[config.mk]
export PLATFORM = sky130hd
export DESIGN_NAME = motor_ramp_ctrl_flat
export DESIGN_NICKNAME = d
export VERILOG_FILES = /design/src/rtl/motor_ramp_ctrl_if.sv /design/src/rtl/motor_ramp_ctrl.sv /design/src/flat_wrapper.sv
export SDC_FILE = /design/constraint.sdc
export NUM_CORES = 1
export LEC_CHECK = 0
export BUFFER_PORTS_ARGS = -buffer_cell sky130_fd_sc_hd__buf_2
export CORE_MARGIN = 2
export CORE_UTILIZATION = 40
export CTS_CLUSTER_SIZE = 12
export DETAILED_ROUTE_END_ITERATION = 8
export HOLD_SLACK_MARGIN = 0.15
export PLACE_DENSITY = 0.56
export SYNTH_ARGS = -nofsm -noshare
export SYNTH_HDL_FRONTEND = slang
export SYNTH_SLANG_ARGS = --single-unit
export TNS_END_PERCENT = 5
[constraint.sdc]
create_clock -name clk -period 4.45 [get_ports clk]
set_clock_uncertainty 0.05 [all_clocks]
set_input_delay 0.445 -clock clk [delete_from_list [all_inputs] [get_ports clk]]
set_output_delay 0.445 -clock clk [all_outputs]
set_load 0.02 [all_outputs]
[src/rtl/motor_ramp_ctrl_if.sv]
// motor_ramp_ctrl_if: command, estop and motor-drive signals of the motion controller.
interface motor_ramp_ctrl_if;
    logic       cmd_valid_i;
    logic [1:0] cmd_mode_i;
    logic [9:0] cmd_speed_i;
    logic       estop_i;
    logic       cmd_ready_o;
    logic [1:0] mode_o;
    logic [9:0] speed_o;
    logic       busy_o;
    logic       at_target_o;

    modport slave (
        input  cmd_valid_i, cmd_mode_i, cmd_speed_i, estop_i,
        output cmd_ready_o, mode_o, speed_o, busy_o, at_target_o
    );

    modport master (
        output cmd_valid_i, cmd_mode_i, cmd_speed_i, estop_i,
        input  cmd_ready_o, mode_o, speed_o, busy_o, at_target_o
    );
endinterface

[src/rtl/motor_ramp_ctrl.sv]
// motor_ramp_ctrl: ramps motor speed toward a commanded target, braking and dwelling before reversal.
module motor_ramp_ctrl #(
    parameter int unsigned TICK_DIV    = 100000,
    parameter logic [9:0]  STEP        = 10'd25,
    parameter int unsigned DWELL_TICKS = 50,
    parameter logic [9:0]  MAX_SPEED   = 10'd1000
) (
    input logic              clk,
    input logic              rst_n,
    motor_ramp_ctrl_if.slave bus
);
    localparam int CW = TICK_DIV > 1 ? $clog2(TICK_DIV) : 1;
    localparam int DW = DWELL_TICKS > 1 ? $clog2(DWELL_TICKS) : 1;

    typedef enum logic [2:0] {IDLE, RUN, BRAKE, DWELL, ESTOP} state_t;

    state_t        state_q;
    logic [1:0]    mode_q, req_q, req_d;
    logic [9:0]    speed_q, target_q, tgt_d, clamped, spd_run, spd_brk;
    logic [CW-1:0] tick_cnt_q;
    logic [DW-1:0] dwell_cnt_q;
    logic [10:0]   up, dn_floor;
    logic          ready, tick, cmd_acc, cmd_stop;

    assign ready = state_q != ESTOP && !bus.estop_i;
    assign tick  = tick_cnt_q == CW'(TICK_DIV - 1);

    always_comb begin
        cmd_acc  = bus.cmd_valid_i && ready;
        clamped  = bus.cmd_speed_i > MAX_SPEED ? MAX_SPEED : bus.cmd_speed_i;
        cmd_stop = bus.cmd_mode_i == 2'b00 || clamped == '0;
        req_d    = cmd_acc ? (cmd_stop ? 2'b00 : bus.cmd_mode_i) : req_q;
        tgt_d    = cmd_acc ? (cmd_stop ? '0 : clamped) : target_q;
        up       = {1'b0, speed_q} + {1'b0, STEP};
        dn_floor = {1'b0, tgt_d} + {1'b0, STEP};
        // saturating step toward the target, widened so neither direction can wrap
        spd_run  = !tick ? speed_q
                 : speed_q < tgt_d ? (up > {1'b0, tgt_d} ? tgt_d : up[9:0])
                 : ({1'b0, speed_q} < dn_floor ? tgt_d : speed_q - STEP);
        spd_brk  = !tick ? speed_q : speed_q < STEP ? '0 : speed_q - STEP;
    end

    always_ff @(posedge clk or negedge rst_n) begin
        if (!rst_n)
            tick_cnt_q <= '0;
        else
            tick_cnt_q <= tick ? '0 : tick_cnt_q + CW'(1);
    end

    always_ff @(posedge clk or negedge rst_n) begin
        if (!rst_n) begin
            state_q     <= IDLE;
            mode_q      <= 2'b00;
            speed_q     <= '0;
            target_q    <= '0;
            req_q       <= 2'b00;
            dwell_cnt_q <= '0;
        end else if (bus.estop_i) begin
            state_q  <= ESTOP;
            mode_q   <= 2'b00;
            speed_q  <= '0;
            target_q <= '0;
            req_q    <= 2'b00;
        end else begin
            req_q    <= req_d;
            target_q <= tgt_d;
            case (state_q)
                IDLE: begin
                    if (req_d != 2'b00) begin
                        mode_q  <= req_d;
                        state_q <= RUN;
                    end
                end
                RUN, BRAKE: begin
                    if (req_d == mode_q) begin
                        speed_q <= spd_run;
                        state_q <= RUN;
                    end else begin
                        // stopping or reversing: drive speed to zero before releasing the bridge
                        speed_q <= spd_brk;
                        if (spd_brk == '0) begin
                            mode_q      <= 2'b00;
                            dwell_cnt_q <= '0;
                            state_q     <= req_d == 2'b00 ? IDLE : DWELL;
                        end else if (req_d != 2'b00) begin
                            state_q <= BRAKE;
                        end
                    end
                end
                DWELL: begin
                    if (req_d == 2'b00) begin
                        state_q <= IDLE;
                    end else if (tick) begin
                        if (dwell_cnt_q == DW'(DWELL_TICKS - 1)) begin
                            mode_q  <= req_d;
                            state_q <= RUN;
                        end else begin
                            dwell_cnt_q <= dwell_cnt_q + DW'(1);
                        end
                    end
                end
                ESTOP: state_q <= IDLE;
                default: state_q <= IDLE;
            endcase
        end
    end

    assign bus.cmd_ready_o = ready;
    assign bus.mode_o      = mode_q;
    assign bus.speed_o     = speed_q;
    assign bus.busy_o      = state_q == BRAKE || state_q == DWELL || speed_q != target_q;
    assign bus.at_target_o = speed_q == target_q && mode_q == req_q;
endmodule

[src/flat_wrapper.sv]
// flat-port wrapper written by rule: the top's interface ports become plain ports
module motor_ramp_ctrl_flat 
#(
    parameter int unsigned TICK_DIV    = 100000,
    parameter logic [9:0]  STEP        = 10'd25,
    parameter int unsigned DWELL_TICKS = 50,
    parameter logic [9:0]  MAX_SPEED   = 10'd1000
)
  (clk, rst_n, bus_cmd_valid_i, bus_cmd_mode_i, bus_cmd_speed_i, bus_estop_i, bus_cmd_ready_o, bus_mode_o, bus_speed_o, bus_busy_o, bus_at_target_o);
  motor_ramp_ctrl_if bus_i ();
  input logic clk;
  input logic rst_n;
  input wire logic [$bits(bus_i.cmd_valid_i)-1:0] bus_cmd_valid_i;
  input wire logic [$bits(bus_i.cmd_mode_i)-1:0] bus_cmd_mode_i;
  input wire logic [$bits(bus_i.cmd_speed_i)-1:0] bus_cmd_speed_i;
  input wire logic [$bits(bus_i.estop_i)-1:0] bus_estop_i;
  output wire logic [$bits(bus_i.cmd_ready_o)-1:0] bus_cmd_ready_o;
  output wire logic [$bits(bus_i.mode_o)-1:0] bus_mode_o;
  output wire logic [$bits(bus_i.speed_o)-1:0] bus_speed_o;
  output wire logic [$bits(bus_i.busy_o)-1:0] bus_busy_o;
  output wire logic [$bits(bus_i.at_target_o)-1:0] bus_at_target_o;
  assign bus_i.cmd_valid_i = bus_cmd_valid_i;
  assign bus_i.cmd_mode_i = bus_cmd_mode_i;
  assign bus_i.cmd_speed_i = bus_cmd_speed_i;
  assign bus_i.estop_i = bus_estop_i;
  assign bus_cmd_ready_o = bus_i.cmd_ready_o;
  assign bus_mode_o = bus_i.mode_o;
  assign bus_speed_o = bus_i.speed_o;
  assign bus_busy_o = bus_i.busy_o;
  assign bus_at_target_o = bus_i.at_target_o;
  motor_ramp_ctrl #(.TICK_DIV(TICK_DIV), .STEP(STEP), .DWELL_TICKS(DWELL_TICKS), .MAX_SPEED(MAX_SPEED)) u_core (.clk(clk), .rst_n(rst_n), .bus(bus_i));
endmodule
==> run metrics, run 1 <==
Critical Path RT 4.58 ns; cell row count 38; clock tree sinks 50; synth-to-layout area growth 12.1%; met3 wire len 895 um; crit share post-route 94.9%; # diodes 0; CTS resizes 0; Initial DRC Count 389; Slew @ Worst Pin 0.715 ns; Post-CTS Setup Inserts 0; first-pass GRT wire length 21900 um; vias in the first global route 4124; drt first pass iters 5; Post-Route WL 13300 um; Synth async-reset ratio 100%; Crit. End Element register; routed wire length per instance 18.7 um; CTS Buf Count 5; post-synth net total 584; max-cap violation count 0; PortBufs 30; Initial Utilization 41.4%; Via-to-Cell Ratio 6.07; share of the synthesized area in the top cell type 27.7%; maximum number of pins on one net before global-route repair 51; Synth cell types 79; crit-path cells or3b_4 -> nand2_8 -> buf_4 -> a21oi_1 -> buf_4 -> nor3_1 -> nor2_1 -> nor4_1 -> xor2_1 -> ha_1 -> o21a_1 -> nor2_1 -> a21o_1 -> o31ai_1 -> buf_4 -> o211ai_2 -> nand2_4 -> o221a_1 -> a2111oi_2; post-route cell area 0.00507 mm2; Placed Instances 705; top cells by area, synth dfrtp_1, ha_1, xnor2_1, xor2_1, nor2_1; outcome complete, no violations; Root Buffer clkbuf_16; Leak 0.00222 uW; worst-case clock buffer depth 2; Residual DRC 0; final setup margin 0.227 ns; CTS Hold Bufs 0; Die Height 110 um; Detail Route Antenna Nets 0; Die Wd 110 um; Hold Path Class primary input to async pin; core footprint 0.0109 mm2; Placement Setup Slack 0.0284 ns; number of synthesized flops with an enable pin 0; crit-path leading delay family simple AND/OR/NAND/NOR gates; Post-Syn Area per Cell 8.50 um2; Max FO, Critical Path 9; Sum Neg Setup Slack 0 ns; largest area contributor in the netlist dfrtp_1; post-DP HPWL 9760 um; Slew HR 52.0%; Worst-Skew Late Latency 0.29 ns; most used cell, CP buf_4; Via Count 4319; Yosys warning count 0; Total Routing Usage GR 23.3%; crit path kind register to register; Critical-path top delay cell or3b_4; die area 0.0122 mm2; Nets 624; uppermost layer routed met4; Post-Route M1 WL 6420 um; RSZ-0062 raised after global routing no; Setup crit start kind register; post-synthesis cell area 0.00452 mm2; CTS H-tree lvls 2; Slew Limit Fails 0; post-route insts no fill 712; Clock Pin Slew Worst Setup and Hold Paths 0.07 ns; crit-path max cell delay 0.47 ns; clock tree from TritonCTS built; buffers and inverters on the worst path 3; ratio of cells with drive above 1 in the final layout 17.7%; Final Hold Fails 0; total grt overflow 0; FF+latch count, synth 50; pwr dens 217 mW/mm2; Max VDD drop 0.147 mV; clock period minus final worst setup slack 4.22 ns; WL met2 5730 um; reg2reg setup slack 0.23 ns; Cells after Synth 532; io pins 31; Post-synth top flop dfrtp_1; WHS 0.204 ns; fillcell total 1086; initial antenna violation count 0; Max Fclk 0.237 GHz; sequential share of the synthesized area 27.7%; placed inst area 0.00494 mm2; Final setup violation count 0; Routability Congestion 0.873; CP arrival 4.36 ns
routing by layer:
metal | track usage (%) | vias to the layer above
li1 | - | 2056
met1 | 34.4 | 2084
met2 | 34.7 | 159
met3 | 4.06 | 20
met4 | 6.88 | 0
met5 | 0 | -
cells in the mapped netlist, types with 13 or more instances:
master,count
dfrtp_1,50
nor2_1,50
nand2_1,42
ha_1,36
o21ai_0,32
xnor2_1,25
xor2_1,23
nand3_1,21
a21oi_1,18
clkbuf_1,18
nor3_1,17
inv_1,15
nand4_1,14
nand2b_1,13
worst paths after layout:
path	startpoint	end	cells after the start
max	u_core.state_q[0]	u_core.bus.speed_o[7]	19
min	rst_n	u_core.tick_cnt_q[0]	2
max reg2reg	u_core.state_q[0]	u_core.bus.speed_o[7]	19
min reg2reg	u_core.dwell_cnt_q[5]	u_core.dwell_cnt_q[5]	1
max in group asynchronous	rst_n	u_core.target_q[5]	2
min in group clk	u_core.dwell_cnt_q[5]	u_core.dwell_cnt_q[5]	1
through the flow:
step	power, uW	utilization [%]
after floorplan	643	-
after global placement	725	45.1
after detailed placement	727	45.1
after CTS	1110	46.4
after global routing	1150	46.4
final	1100	46.4
area by class of cell:
cell class / instances / area [um2] / share of cell area, %
Clock buffer: 6 / 129 / 2.54
Clock inverter: 1 / 7.51 / 0.148
Inverter: 15 / 56.3 / 1.11
Multi-Input combinational cell: 440 / 3080 / 60.7
Sequential cell: 50 / 1250 / 24.7
Tap cell: 140 / 175 / 3.45
Timing Repair Buffer: 60 / 375 / 7.40
kinds of logic (layout without fill, tap and decap cells):
| kind of cell | after synthesis | in the layout | synth area share, % |
|---|---|---|---|
| xor gates and xnor gates | 48 | 48 | 9.29 |
| DFF | 50 | 50 | 27.7 |
| AOI/OAI and AO/OA | 137 | 137 | 22.4 |
| adders and majority gates | 36 | 36 | 9.96 |
| buffers and inverters | 42 | 82 | 4.29 |
| muxes | 3 | 3 | 0.664 |
| and+or+nand+nor | 216 | 216 | 25.7 |
registers in the layout, summed over array words and instances, names as in the netlist:
register,cells
u_core.req_q,2
u_core.bus.mode_o,2
u_core.state_q,3
u_core.target_q,10
u_core.tick_cnt_q,17
u_core.dwell_cnt_q,6
u_core.bus.speed_o,10
worst register-to-register path, cell delays in order (launching register included):
cell,delay (ns)
dfrtp_1,0.38
or3b_4,0.47
nand2_8,0.11
buf_4,0.19
a21oi_1,0.14
buf_4,0.16
nor3_1,0.27
nor2_1,0.14
nor4_1,0.34
xor2_1,0.19
ha_1,0.25
o21a_1,0.10
nor2_1,0.12
a21o_1,0.10
o31ai_1,0.06
buf_4,0.16
o211ai_2,0.18
nand2_4,0.12
o221a_1,0.26
a2111oi_2,0.32
cell usage in the layout (no fill, tap or decap), drive strengths merged, types with 21 or more instances in the layout:
cell type and count:
a21oi 21, buf 60, dfrtp 50, ha 36, nand2 44, nand3 21
nor2 50, o21ai 34, xnor2 25, xor2 23
report_power, final:
part / switching (uW) / internal [uW] / leakage [uW]
registers: 5.43 / 460 / 0.000678
clock network: 173 / 206 / 0.0000629
logic: 158 / 98.4 / 0.00148
(Power assumes the default switching activity.)
==> run 2: changes to the inputs <==
--- a/config.mk
+++ b/config.mk
@@ -7,11 +7,11 @@
 export LEC_CHECK = 0
 export BUFFER_PORTS_ARGS = -buffer_cell sky130_fd_sc_hd__buf_2
 export CORE_MARGIN = 2
-export CORE_UTILIZATION = 40
+export CORE_UTILIZATION = 45
 export CTS_CLUSTER_SIZE = 12
 export DETAILED_ROUTE_END_ITERATION = 8
 export HOLD_SLACK_MARGIN = 0.15
-export PLACE_DENSITY = 0.56
+export PLACE_DENSITY = 0.62
 export SYNTH_ARGS = -nofsm -noshare
 export SYNTH_HDL_FRONTEND = slang
 export SYNTH_SLANG_ARGS = --single-unit
==> run metrics, run 2 (synthesized netlist as in run 1, its figures left out) <==
outcome complete, no violations; Max Fclk 0.241 GHz; synth-to-layout area growth 12.2%; Top reg by flops u_core.tick_cnt_q; CTS Hold Bufs 0; crit path kind register to register; Final Hold Fails 0; Slew HR 53.7%; most frequent cells in the layout nor2_1, dfrtp_1, nand2_1; CTS H-tree lvls 2; Nets 624; Crit. End Element register; drt first pass iters 5; Clock Pin Slew Worst Setup and Hold Paths 0.09 ns; routed wire length per instance 18.2 um; Critical Path RT 4.59 ns; CTS Buf Count 5; crit-path max cell delay 0.47 ns; CTS resizes 0; max reg flops 17; Max VDD drop 0.191 mV; Initial Utilization 46.3%; post-DP HPWL 9430 um; Final setup violation count 0; Via-to-Cell Ratio 6.10; # diodes 0; clock period minus final worst setup slack 4.15 ns; Residual DRC 0; clock tree from TritonCTS built; crit share post-route 93.2%; Post-Route WL 12800 um; core footprint 0.00977 mm2; die area 0.0109 mm2; Worst R2R Path Depth 19; Slew @ Worst Pin 0.689 ns; total grt overflow 0; vias in the first global route 4189; max-cap violation count 0; crit-path leading delay family compound AO/OA/AOI/OAI gates; crit-path cells or3b_4 -> nand2_8 -> nor3_1 -> a21oi_2 -> inv_1 -> ha_1 -> inv_1 -> o211a_2 -> nor3_1 -> xor2_1 -> ha_1 -> o21a_1 -> nor2_1 -> a21o_1 -> o31ai_4 -> o211a_2 -> a221o_1 -> a211oi_1 -> o21ai_1; Via Count 4303; buffers and inverters on the worst path 2; Setup crit start kind register; Total Routing Usage GR 24.1%; CP arrival 4.29 ns; Root Buffer clkbuf_8; ratio of cells with drive above 1 in the final layout 18.2%; maximum number of pins on one net before global-route repair 51; Detail Route Antenna Nets 0; Finished Core Util 51.9%; Tot Pwr 1060 uW; Routability Congestion 0.899; worst-case clock buffer depth 2; first-pass GRT wire length 21400 um; Worst-Skew Late Latency 0.31 ns; Initial DRC Count 354; initial antenna violation count 0; Post-CTS Setup Inserts 0; Hold Path Class primary input to async pin; PortBufs 30; Leak 0.00223 uW; Slew Limit Fails 0; cell row count 36; Critical-path top delay cell or3b_4; Die Wd 104 um; Max FO, Critical Path 10; Die Height 104 um; io pins 31; Worst path depth 19; clock tree sinks 50; pwr dens 209 mW/mm2
[run 2: final cells by class]
type / count / area (um2)
clock inverter: 1 / 30.0
fill: 960 / 4700
tap: 133 / 166
sequential: 50 / 1250
multi-input combinational: 440 / 3100
inverter: 15 / 56.3
clock buffer: 6 / 82.6
timing repair buffer: 60 / 388
[run 2: path summary, 6_finish.rpt]
kind	end	startpoint	slack, ns
max in group asynchronous	u_core.bus.speed_o[5]	rst_n	3.72
hold / removal	u_core.dwell_cnt_q[4]	rst_n	0.19
setup / recovery	u_core.bus.speed_o[2]	u_core.state_q[0]	0.30
setup reg to reg	u_core.bus.speed_o[2]	u_core.state_q[0]	0.30
hold reg to reg	u_core.tick_cnt_q[0]	u_core.tick_cnt_q[0]	0.44
min in group clk	u_core.tick_cnt_q[0]	u_core.tick_cnt_q[0]	0.44
[run 2: stage by stage]
stage                     hold slack (ns)  cells  worst slack (ns)  area, um2  TNS (ns)
after floorplan                    0.0994    532             0.229       4520         0
after global placement              0.426    698            -0.135       4940    -0.606
after detailed placement            0.431    698            -0.198       4940    -0.966
after CTS                           0.213    705            0.0366       5050         0
after global routing                0.268    705           -0.0495       5080   -0.0798
final                               0.192    705             0.302       5080         0
[run 2: routing by layer]
metal / wire [um] / global-route usage, % / share of wire, %
met1: 5880 / 35.0 / 46
met2: 5830 / 36.7 / 46
met3: 834 / 4.26 / 6.5
met4: 250 / 6.37 / 2.0
met5: 0 / 0 / 0
[run 2: power by group]
| part | internal (uW) | switching [uW] | total [uW] |
|---|---|---|---|
| registers | 460 | 5.50 | 465 |
| clock network | 180 | 153 | 333 |
| logic | 106 | 158 | 264 |
| total | 745 | 317 | 1060 |
==> run 3: changes to the inputs <==
--- a/config.mk
+++ b/config.mk
@@ -6,12 +6,13 @@
 export NUM_CORES = 1
 export LEC_CHECK = 0
 export BUFFER_PORTS_ARGS = -buffer_cell sky130_fd_sc_hd__buf_2
+export CORE_ASPECT_RATIO = 1.75
 export CORE_MARGIN = 2
 export CORE_UTILIZATION = 45
 export CTS_CLUSTER_SIZE = 12
 export DETAILED_ROUTE_END_ITERATION = 8
 export HOLD_SLACK_MARGIN = 0.15
-export PLACE_DENSITY = 0.62
+export PLACE_DENSITY = 0.63
 export SYNTH_ARGS = -nofsm -noshare
 export SYNTH_HDL_FRONTEND = slang
 export SYNTH_SLANG_ARGS = --single-unit
==> run metrics, run 3 (synthesized netlist as in run 1, its figures left out) <==
met2 Use GR 46.5%; clock tree from TritonCTS built; # diodes 0; routed wire length per instance 19.2 um; worst-case clock buffer depth 2; clock period minus final worst setup slack 4.21 ns; PortBufs 30; core footprint 0.00985 mm2; pwr dens 227 mW/mm2; Most Crowded Layer GR met2; Nets 631; met1 global-route usage 29.1%; Top reg by flops u_core.tick_cnt_q; Post-Route WL 13500 um; CTS Buf Count 5; crit-path cells buf_2 -> or4_1 -> nor4_4 -> nor3_1 -> a22o_2 -> ha_1 -> inv_1 -> o211a_2 -> nor3_1 -> xor2_1 -> ha_1 -> o21a_1 -> nor2_1 -> a21o_1 -> o31ai_1 -> buf_4 -> o211a_1 -> buf_4 -> a221oi_2 -> o21ai_1 -> a32o_1; Crit. End Element register; Via-to-Cell Ratio 6.24; max-cap violation count 0; Max FO, Critical Path 8; maximum number of pins on one net before global-route repair 51; Sum Neg Setup Slack 0 ns; Routability Congestion 0.897; CTS H-tree lvls 2; outcome complete, no violations; drt first pass iters 5; Critical Path RT 4.58 ns; Final Hold Fails 0; Total Routing Usage GR 25.7%; Max VDD drop 0.177 mV; Tot Pwr 1170 uW; crit-path max cell delay 0.57 ns; final setup margin 0.240 ns; most frequent cells in the layout nor2_1, dfrtp_1, nand2_1; post-DP HPWL 10200 um; die area 0.0109 mm2; Root Buffer clkbuf_16; Slew HR 48.6%; cell row count 48; Leak 0.00229 uW; Via Count 4396; Residual DRC 0; Die Wd 79.8 um; crit share post-route 94.6%; Worst-Skew Late Latency 0.30 ns; total grt overflow 0; Placement Setup Slack 0.00496 ns; clock tree sinks 50; ratio of cells with drive above 1 in the final layout 18.7%; crit path kind primary input to register; met3 usage 2.84%; Critical-path top delay cell or4_1; Slew Limit Fails 0; Initial DRC Count 386; Max Fclk 0.238 GHz; io pins 31; Setup crit start kind primary input; first-pass GRT wire length 21600 um; Slew @ Worst Pin 0.761 ns; Die Height 137 um; Post-CTS Setup Inserts 0; Clock Pin Slew Worst Setup and Hold Paths 0.06 ns; max reg flops 17; Hold Path Class primary input to async pin; RSZ-0062 raised after global routing no; Initial Utilization 45.9%; synth-to-layout area growth 13.7%; Detail Route Antenna Nets 0; vias in the first global route 4336; Final setup violation count 0; initial antenna violation count 0; CP arrival 4.34 ns
## run 3: final timing paths
check | cells past startpoint | endpoint | start | slack [ns]
setup / recovery | 21 | u_core.bus.speed_o[3] | bus_cmd_speed_i[4] | 0.24
hold / removal | 2 | u_core.target_q[5] | rst_n | 0.19
setup reg to reg | 19 | u_core.bus.speed_o[3] | u_core.state_q[2] | 0.27
hold reg to reg | 1 | u_core.tick_cnt_q[0] | u_core.tick_cnt_q[0] | 0.45
max in group asynchronous | 2 | u_core.bus.speed_o[1] | rst_n | 3.69
min in group clk | 1 | u_core.tick_cnt_q[0] | u_core.tick_cnt_q[0] | 0.45
## run 3: what timing repair did
action / 4_1_cts / 5_1_grt
resized for setup: 0 / 1
endpoints found under the setup margin: 0 / 3
hold buffers: 0 / 0
## run 3: cell type report
| class | count | area, um2 |
|---|---|---|
| flip-flops and latches | 50 | 1250 |
| well taps | 125 | 156 |
| clock buffers | 6 | 139 |
| clock inverters | 1 | 30.0 |
| inverters | 15 | 56.3 |
| repair buffers | 67 | 428 |
| fillers | 942 | 4710 |
| multi-input cells | 440 | 3080 |
## run 3: critical path: cells and delay by family
kind	cells	cell delay [ns]
AO/OA/AOI/OAI	9	1.59
XOR/XNOR	1	0.16
adder cells (fa/ha/maj)	2	0.50
buffers and inverters	4	0.53
AND/OR/NAND/NOR	5	1.09
## run 3: per-stage QoR
step / util (%) / std cells / cell area [um2] / hold WS [ns]
global route: 52.2 / 704 / 5140 / 0.282
CTS: 52.2 / 704 / 5140 / 0.240
floorplan: - / 532 / 4520 / 0.0994
finish: 52.2 / 704 / 5140 / 0.195
global placement: 50.5 / 697 / 4970 / 0.429
detailed placement: 50.5 / 697 / 4970 / 0.432
## run 3: where the power goes
part | switching [uW] | total [uW] | internal [uW]
Clock | 163 | 441 | 277
Combinational | 161 | 264 | 103
Sequential | 5.56 | 466 | 460
## run 3: per-layer routing
| layer | vias to the layer above | part of all wire (%) |
|---|---|---|
| li1 | 2071 | - |
| met1 | 2096 | 38 |
| met2 | 172 | 51 |
| met3 | 57 | 5.0 |
| met4 | 0 | 5.2 |
| met5 | - | 0 |
